[src/rtl/alsu_pkg.sv]
// Shared definitions for the ALSU result path.
//   - ENTRY_W     : width of one queued result entry {err, result[5:0]}
//   - tx_state_t  : serial transmitter state encoding (IDLE=0 .. STOP=4)
//   - opcode_t    : ALSU opcode values, kept here so downstream logging blocks agree
//   - entry_parity: parity bit for one entry, even or odd
package alsu_pkg;

  localparam int ENTRY_W = 7;

  typedef enum logic [2:0] {
    ST_IDLE   = 3'd0,
    ST_START  = 3'd1,
    ST_DATA   = 3'd2,
    ST_PARITY = 3'd3,
    ST_STOP   = 3'd4
  } tx_state_t;

  typedef enum logic [2:0] {
    OP_OR     = 3'd0,
    OP_XOR    = 3'd1,
    OP_ADD    = 3'd2,
    OP_MULT   = 3'd3,
    OP_SHIFT  = 3'd4,
    OP_ROTATE = 3'd5,
    OP_INV6   = 3'd6,
    OP_INV7   = 3'd7
  } opcode_t;

  // Even parity is the XOR of all entry bits; odd parity is its inverse.
  function automatic logic entry_parity(input logic [ENTRY_W-1:0] entry, input logic odd);
    return (^entry) ^ odd;
  endfunction

endpackage

[src/rtl/alsu_sync_fifo.sv]
// Small synchronous FIFO with registered count/full/empty.
// Ports:
//   clk, rst (async, active-low)
//   push, wdata : write request and data; accepted when not full, or when a
//                 pop happens on the same edge
//   pop         : read request, ignored when empty
//   rdata       : head-of-queue entry (valid while !empty)
//   count       : entries queued, full / empty : registered flags
module alsu_sync_fifo #(
  parameter int WIDTH = 7,
  parameter int DEPTH = 4
) (
  input  logic                     clk,
  input  logic                     rst,
  input  logic                     push,
  input  logic                     pop,
  input  logic [WIDTH-1:0]         wdata,
  output logic [WIDTH-1:0]         rdata,
  output logic [$clog2(DEPTH):0]   count,
  output logic                     full,
  output logic                     empty
);

  localparam int PTR_W = $clog2(DEPTH);
  localparam int CNT_W = PTR_W + 1;

  logic [WIDTH-1:0] mem [DEPTH];
  logic [PTR_W-1:0] wr_ptr;
  logic [PTR_W-1:0] rd_ptr;
  logic             do_push;
  logic             do_pop;
  logic [CNT_W-1:0] count_next;

  // A full FIFO still accepts a write when the head leaves on the same edge.
  always_comb begin
    do_pop     = pop && !empty;
    do_push    = push && (!full || do_pop);
    count_next = count;
    if (do_push && !do_pop)
      count_next = count + 1'b1;
    else if (do_pop && !do_push)
      count_next = count - 1'b1;
  end

  // Pointers wrap naturally because DEPTH is a power of two.
  always_ff @(posedge clk or negedge rst) begin
    if (!rst) begin
      wr_ptr <= '0;
      rd_ptr <= '0;
      count  <= '0;
      full   <= 1'b0;
      empty  <= 1'b1;
    end else begin
      if (do_push) wr_ptr <= wr_ptr + 1'b1;
      if (do_pop)  rd_ptr <= rd_ptr + 1'b1;
      count <= count_next;
      full  <= (count_next == CNT_W'(DEPTH));
      empty <= (count_next == '0);
    end
  end

  always_ff @(posedge clk) begin
    if (do_push) mem[wr_ptr] <= wdata;
  end

  assign rdata = mem[rd_ptr];

endmodule

[src/rtl/alsu_result_tx.sv]
// Queues ALSU results and sends each as a UART-style frame:
//   start(0), 7 data bits LSB first ({err, result}), optional parity, stop(1).
// Ports:
//   clk, rst (async, active-low)
//   result[5:0], err, result_valid : ALSU result capture strobe
//   tx         : serial line, idle high
//   busy       : frame in progress
//   fifo_count : queued entries, fifo_full : queue full
//   drop_cnt   : saturating count of results lost to overflow
module alsu_result_tx
  import alsu_pkg::*;
#(
  parameter int CLKS_PER_BIT = 4,
  parameter bit PARITY_EN    = 1'b1,
  parameter bit PARITY_ODD   = 1'b0,
  parameter int FIFO_DEPTH   = 4
) (
  input  logic                          clk,
  input  logic                          rst,
  input  logic [5:0]                    result,
  input  logic                          result_valid,
  input  logic                          err,
  output logic                          tx,
  output logic                          busy,
  output logic [$clog2(FIFO_DEPTH):0]   fifo_count,
  output logic                          fifo_full,
  output logic [3:0]                    drop_cnt
);

  localparam int BAUD_W = $clog2(CLKS_PER_BIT);
  localparam logic [BAUD_W-1:0] BAUD_LAST = BAUD_W'(CLKS_PER_BIT - 1);

  tx_state_t          state;
  logic [BAUD_W-1:0]  baud_cnt;
  logic [2:0]         bit_idx;
  logic [ENTRY_W-1:0] shift;
  logic               parity_bit;
  logic [ENTRY_W-1:0] head;
  logic               fifo_empty;
  logic               pop;
  logic               baud_done;

  assign pop       = (state == ST_IDLE) && !fifo_empty;
  assign baud_done = (baud_cnt == BAUD_LAST);

  alsu_sync_fifo #(
    .WIDTH (ENTRY_W),
    .DEPTH (FIFO_DEPTH)
  ) u_fifo (
    .clk   (clk),
    .rst   (rst),
    .push  (result_valid),
    .pop   (pop),
    .wdata ({err, result}),
    .rdata (head),
    .count (fifo_count),
    .full  (fifo_full),
    .empty (fifo_empty)
  );

  // Transmitter: tx and busy are set one state ahead so they change on the
  // same edge as the state they belong to.
  always_ff @(posedge clk or negedge rst) begin
    if (!rst) begin
      state      <= ST_IDLE;
      baud_cnt   <= '0;
      bit_idx    <= '0;
      shift      <= '0;
      parity_bit <= 1'b0;
      tx         <= 1'b1;
      busy       <= 1'b0;
    end else begin
      case (state)
        ST_IDLE: begin
          baud_cnt <= '0;
          if (pop) begin
            shift      <= head;
            parity_bit <= entry_parity(head, PARITY_ODD);
            state      <= ST_START;
            tx         <= 1'b0;
            busy       <= 1'b1;
          end else begin
            tx   <= 1'b1;
            busy <= 1'b0;
          end
        end
        ST_START: begin
          if (baud_done) begin
            baud_cnt <= '0;
            bit_idx  <= '0;
            state    <= ST_DATA;
            tx       <= shift[0];
          end else begin
            baud_cnt <= baud_cnt + 1'b1;
          end
        end
        ST_DATA: begin
          if (baud_done) begin
            baud_cnt <= '0;
            if (bit_idx == 3'd6) begin
              if (PARITY_EN) begin
                state <= ST_PARITY;
                tx    <= parity_bit;
              end else begin
                state <= ST_STOP;
                tx    <= 1'b1;
              end
            end else begin
              bit_idx <= bit_idx + 3'd1;
              tx      <= shift[bit_idx + 3'd1];
            end
          end else begin
            baud_cnt <= baud_cnt + 1'b1;
          end
        end
        ST_PARITY: begin
          if (baud_done) begin
            baud_cnt <= '0;
            state    <= ST_STOP;
            tx       <= 1'b1;
          end else begin
            baud_cnt <= baud_cnt + 1'b1;
          end
        end
        ST_STOP: begin
          if (baud_done) begin
            baud_cnt <= '0;
            state    <= ST_IDLE;
            tx       <= 1'b1;
            busy     <= 1'b0;
          end else begin
            baud_cnt <= baud_cnt + 1'b1;
          end
        end
        default: begin
          state <= ST_IDLE;
          tx    <= 1'b1;
          busy  <= 1'b0;
        end
      endcase
    end
  end

  // A result is lost only when the queue is full and nothing leaves this edge.
  always_ff @(posedge clk or negedge rst) begin
    if (!rst) begin
      drop_cnt <= '0;
    end else if (result_valid && fifo_full && !pop && drop_cnt != 4'hF) begin
      drop_cnt <= drop_cnt + 4'd1;
    end
  end

endmodule

[config.mk]
export PLATFORM = sky130hd
export DESIGN_NAME = alsu_result_tx
export DESIGN_NICKNAME = d
export VERILOG_FILES = /design/src/rtl/alsu_pkg.sv /design/src/rtl/alsu_sync_fifo.sv /design/src/rtl/alsu_result_tx.sv
export SDC_FILE = /design/constraint.sdc
export NUM_CORES = 1
export LEC_CHECK = 0
export BUFFER_PORTS_ARGS = -buffer_cell sky130_fd_sc_hd__buf_2
export CORE_MARGIN = 3
export CORE_UTILIZATION = 59
export DETAILED_ROUTE_END_ITERATION = 6
export GPL_ROUTABILITY_DRIVEN = 0
export GPL_TIMING_DRIVEN = 0
export PLACE_DENSITY = 0.77
export SETUP_SLACK_MARGIN = 0.4
export SLEW_MARGIN = 20
export SYNTH_ARGS = -nofsm -noshare
export SYNTH_HDL_FRONTEND = slang
export SYNTH_SLANG_ARGS = --single-unit
[constraint.sdc]
create_clock -name clk -period 2.3 [get_ports clk]
set_input_delay 0 -clock clk [delete_from_list [all_inputs] [get_ports clk]]
set_output_delay 0 -clock clk [all_outputs]
set_load 0.01 [all_outputs]
Word-level counts from Yosys, hierarchy flattened
Memories as Yosys holds them, arrays and structs flattened.
Index checks and enable logic that the tools add are counted.
W data, S select, Z words.
{ "totals": {"register_bits": 31, "latch_bits": 0, "mem_bits_rw": 28, "romBits": 0, "inputBits": 10, "output_inout_bits": 10, "word_cells": 93, "memories": 1} }
{ "op_classes": {"add_sub_neg": 7, "n_mul": 0, "div_mod_pow": 0, "order_cmp": 1, "n_eq_ne": 16, "n_shift": 0, "mux": 27, "n_bitwise": 1, "n_reduce_logical": 27} }
{ "mem_list": {"columns": ["memory", "depth", "word_bits", "rd", "rd_clocked_by_memory_dff", "wr", "line_no", "source"], "rows": [
  ["u_fifo.mem", 4, 7, 1, 0, 1, "alsu_sync_fifo.sv:27", "logic [WIDTH-1:0] mem [DEPTH];"]
]} }
{ "op_table": {"columns": ["operator", "n"], "rows": [
  ["$mux W3", 10],
  ["$pmux W3 S5", 1],
  ["$ne A2 B2 Y1 const B", 7],
  ["$mux W1", 10],
  ["$eq A3 B3 Y1 const B", 3],
  ["$logic_and A1 B1 Y1", 8],
  ["$reduce_xor A7 Y1", 1],
  ["$add A2 B1 Y2 const B", 3],
  ["$add A3 B1 Y3 const B", 2],
  ["$eq A3 B2 Y1 const B", 2],
  ["$logic_not A3 Y1", 2],
  ["$pmux W3 S2", 1],
  ["$reduce_and A6 Y1", 1],
  ["$logic_not A1 Y1", 5],
  ["$add A4 B1 Y4 const B", 1],
  ["$lt A3 B4 Y1 const B", 1],
  ["$ne A4 B4 Y1 const B", 1],
  ["$pmux W1 S4", 1],
  ["$pmux W2 S2", 1],
  ["$reduce_and A2 Y1", 2],
  ["$reduce_and A4 Y1", 1],
  ["$reduce_bool A2 Y1", 2],
  ["$reduce_or A4 Y1", 1],
  ["$bmux W1 S3", 1],
  ["other kinds (11)", 11]
]} }

Depth between registers and ports, before layout
{ "depth": {"ltp_word": 10, "mapped_depth": 8, "ltp_nobuf": 7} }

By module
A second synthesis with hierarchy kept.
{ "hier_totals": {"hier_cells": 188, "hier_area_um2": 2745.1} }
{ "modules_own_cells": {"columns": ["mod", "instances", "cells_each", "area_per_inst_um2", "seq_area_each_um2"], "rows": [
  ["alsu_sync_fifo", 1, 82, 1535.2, 1067.3],
  ["alsu_result_tx", 1, 106, 1209.9, 551.8]
]} }

Worst setup path before layout
No wires, ideal clock.
{ "synth_timing": {"path_kind": "register to register", "startpoint": "register state[1]", "endpoint": "memory u_fifo.mem[0][0], enable pin", "setup_time_ns": 0.326, "arrival_time_ns": 1.560, "t_required_ns": 1.974, "setup_slack_ns": 0.414, "stages_incl_launch_ff": 5, "n_path_buf": 1, "synth_period_minus_slack_ns": 1.886, "path_cell_list": "dfrtp_1 -> or4_1 -> buf_6 -> a21boi_2 -> and2_1"} }
{ "synth_via": {"elab_chain_len": 7} }
{ "synth_rtl": {"columns": ["element", "line_no", "source"], "rows": [
  ["start, declared", "alsu_result_tx.sv:33", "tx_state_t state;"],
  ["start signal, assigned", "alsu_result_tx.sv:65", "state <= ST_IDLE;"],
  ["start signal, assigned", "alsu_result_tx.sv:79", "state <= ST_START;"],
  ["start signal, assigned", "alsu_result_tx.sv:91", "state <= ST_DATA;"],
  ["$logic_not A3 Y1", "alsu_result_tx.sv:43", "assign pop = (state == ST_IDLE) && !fifo_empty;"],
  ["$logic_and A1 B1 Y1", "alsu_result_tx.sv:43", null],
  ["$logic_and A1 B1 Y1", "alsu_sync_fifo.sv:36", "do_pop = pop && !empty;"],
  ["$logic_or A1 B1 Y1", "alsu_sync_fifo.sv:37", "do_push = push && (!full || do_pop);"],
  ["$logic_and A1 B1 Y1", "alsu_sync_fifo.sv:37", null],
  ["$mux W1", "alsu_sync_fifo.sv:63", "if (do_push) mem[wr_ptr] <= wdata;"],
  ["$mux W1 (not written as such)", "alsu_sync_fifo.sv:63", null],
  ["end, declared", "alsu_sync_fifo.sv:27", null]
]} }
No other way between the ends.

Worst setup path in the final report
{ "layout_timing": {"startpoint": "register u_fifo.empty", "endpoint": "memory u_fifo.mem[3][6], enable pin"} }
{ "layout_via": {"elab_chain_len": 7} }
{ "layout_rtl": {"columns": ["element", "line_no", "source"], "rows": [
  ["start, declared", "alsu_sync_fifo.sv:21", "output logic empty"],
  ["start signal, assigned", "alsu_sync_fifo.sv:58", "empty <= (count_next == '0);"],
  ["$logic_not A1 Y1 (*)", "alsu_sync_fifo.sv:36, alsu_result_tx.sv:43", null],
  ["$logic_and A1 B1 Y1", "alsu_result_tx.sv:43", null],
  ["$logic_and A1 B1 Y1 (*)", "alsu_sync_fifo.sv:36", null],
  ["$logic_or A1 B1 Y1 (*)", "alsu_sync_fifo.sv:37", null],
  ["$logic_and A1 B1 Y1 (*)", "alsu_sync_fifo.sv:37", null],
  ["$mux W1 (*)", "alsu_sync_fifo.sv:63", null],
  ["$mux W1 (not written as such) (*)", "alsu_sync_fifo.sv:63", null]
]} }
Every way passes the cells marked *; elsewhere a longest branch is shown, timed or not.

==> metrics.cfg <==
[cts]
root_buffer=clkbuf_8
h-tree-depth=3
clkSinkCount=59
cts_made_buffers=9
insertion_delay_ns=0.33
cts_buffer_depth=2
cts_tree=done
cts.clk_slew.worst_paths_ns=0.06

[floorplanning]
die_area_um2=5480
die_h_um=74.0
initial_utilization_pct=61.8
dieWidth_um=74.0
pin_count=20
rows=24
core_area_um2=4410

[setup_path]
rrSetupSlack_ns=0.47
crit_fanout=7
rr_endpoint=u_fifo.mem[3][6]
reg2reg_from=u_fifo.empty
required_ns=2.33
endpoint_kind=register
start_kind=register
rr_worst_depth=4
worst_ep_arrival_time_ns=1.86
path_class=reg2reg

[power_and_ir_drop]
p_per_area_nw_per_um2=1350
leakagePower_nw=1.36
design_power_total_w=0.00443
peakVddDrop_uv=984

[route]
drt-initial-drc-count=63
routed_via_density=5.42
num_vias=1681
dr.pass1.iters=4
drt_wl_total_um=4570
wl_per_cell_um=14.7
drc=0
ant_nets=0

[logic_synthesis]
synthAdderAreaFrac_pct=4.58
synth_compound_area_share_pct=5.96
synth_flop_cell=dfrtp_1
ys_types=46
syn_area_per_cell_um2=13.1
synth_edf_count=28
yosysSeqAreaShare_pct=59.3
synth_xor_area_share_pct=5.73
yosys.area_share.simple_pct=12.8
synth-seq-cells=59
synthCells=208
synth_top_family_by_area=simple AND/OR/NAND/NOR gates
async_flop_share_pct=52.5
syn_nets=228
synth_mux_area_share_pct=9.12
netlist_area_um2=2730
ys_warn_count=0

[final_layout]
fillers=303
layout_commonest_cell=nand2_1
regArea_um2=1620
fin_util_pct=74.3
multi_input_area_um2=1090
area_delta_synth_final_pct=20.1
layout_common_cells=nand2_1, dfrtp_1, edfxtp_1
nets=273
num_antenna_cells=0
drive_above_1_share_pct=27.5

[timing]
rsz0062_at_grt=yes
clock_skew_ns=0.0108
maxSlewHeadroom_pct=53.9
drv_slew=0
tns_ns=0
whs_ns=0.102
finalHoldViolations=0
worst_slew_pin_slew_ns=0.691
finalSetupViolations=0
post-route-min-period_ns=1.83
fin_crit_sh_pct=79.7
fmax_mhz=546

[global_route]
grt_usage_pct=18.9
globalRouteOverflowTotal=0
grt_max_degree=32
grt_first_pass_wirelength_um=7710
antenna_found_initial=0
grt_pass1_vias=1629

[status]
status=finished, final reports clean

[run]
drv_cap=0

[worst_hold_path]
hp-class=in2reg
min-delay-start=result_valid
min_to=u_fifo.count[1]
hold_depth=4

[place]
dp_hpwl_um=3050
port_buffers=19

layout make-up:
cell class | count | area share [%]
flip-flops and latches | 59 | 49.4
multi-input cells | 133 | 33.4
repair buffers | 34 | 6.94
clock buffers | 10 | 3.89
clock inverters | 6 | 2.02
well taps | 52 | 1.98
plain buffers | 9 | 1.56
inverters | 7 | 0.801
worst max path at each step:
| stage | start | endpoint | slack [ns] | cells after the start |
|---|---|---|---|---|
| after floorplan | state[1] | u_fifo.mem[0][0] | 0.41 | 4 |
| after global placement | state[1] | u_fifo.mem[2][4] | 0.19 | 4 |
| after detailed placement | state[1] | u_fifo.mem[2][4] | 0.19 | 4 |
| after CTS | u_fifo.rd_ptr[1] | parity_bit | 0.42 | 6 |
| after global routing | bit_idx[0] | tx | 0.39 | 7 |
| final | u_fifo.empty | u_fifo.mem[3][6] | 0.47 | 4 |
metrics by stage:
stage          std cells  area (um^2)  setup slack (ns)
6_report             310         3280             0.468
5_1_grt              310         3280             0.393
4_1_cts              305         3210             0.415
3_5_place_dp         279         2890             0.188
3_3_place_gp         279         2890             0.194
2_1_floorplan        208         2730             0.414
worst max-delay path, stage by stage, from the launching register on:
cell and delay, ns:
dfstp_2 0.39, or4_4 0.53, buf_6 0.15, a21boi_4 0.22, and2_4 0.25
where the power goes:
| part | leakage, nW | internal (W) | switching [W] |
|---|---|---|---|
| logic | 0.638 | 0.000911 | 0.000934 |
| clock network | 0.0901 | 0.000500 | 0.000403 |
| registers | 0.637 | 0.00147 | 0.000210 |
layer usage:
layer / share of wire (%) / vias to the layer above / GRT usage [%]
li1: - / 847 / -
met1: 45 / 806 / 25.0
met2: 51 / 24 / 30.6
met3: 3.5 / 4 / 6.08
met4: 0.46 / 0 / 4.83
met5: 0 / - / 0
cell families (layout without fill, tap and decap cells):
logic type	after synthesis	count (layout)
simple gates	65	65
buf+inv	16	66
flops	59	59
compound gates	25	25
mux	16	16
fa+ha+maj	10	10
xor+xnor	17	17
state kept, by name, indices dropped and copies added, names as in the netlist:
name           cells
tx                 1
baud_cnt           2
u_fifo.wr_ptr      2
shift              7
parity_bit         1
u_fifo.full        1
drop_cnt           4
u_fifo.mem        28
u_fifo.count       3
u_fifo.rd_ptr      2
bit_idx            3
u_fifo.empty       1
state              3
busy               1
what timing repair did:
item / 4_1_cts / 5_1_grt
gates resized for setup: 13 / 9
hold buffers: 8 / 0
setup endpoints to repair: 35 / 31
buffers inserted: 2 / 5
hold endpoints to repair: 57 / 0
pin swaps: 3 / 3
cell usage after synthesis, types with 4 or more instances:
| master | n | area (um^2) |
|---|---|---|
| a21oi_1 | 4 | 20.0 |
| and2_1 | 5 | 31.3 |
| clkbuf_1 | 6 | 22.5 |
| dfrtp_1 | 29 | 726 |
| edfxtp_1 | 28 | 841 |
| ha_1 | 10 | 125 |
| inv_1 | 7 | 26.3 |
| mux2i_1 | 8 | 80.1 |
| mux4_2 | 7 | 158 |
| nand2_1 | 29 | 109 |
| nand3_1 | 6 | 30.0 |
| nor2_1 | 7 | 26.3 |
| o21ai_0 | 8 | 40.0 |
| xnor2_1 | 11 | 96.3 |
| xor2_1 | 5 | 43.8 |
No activity file was read; power rests on OpenSTA's default activity.
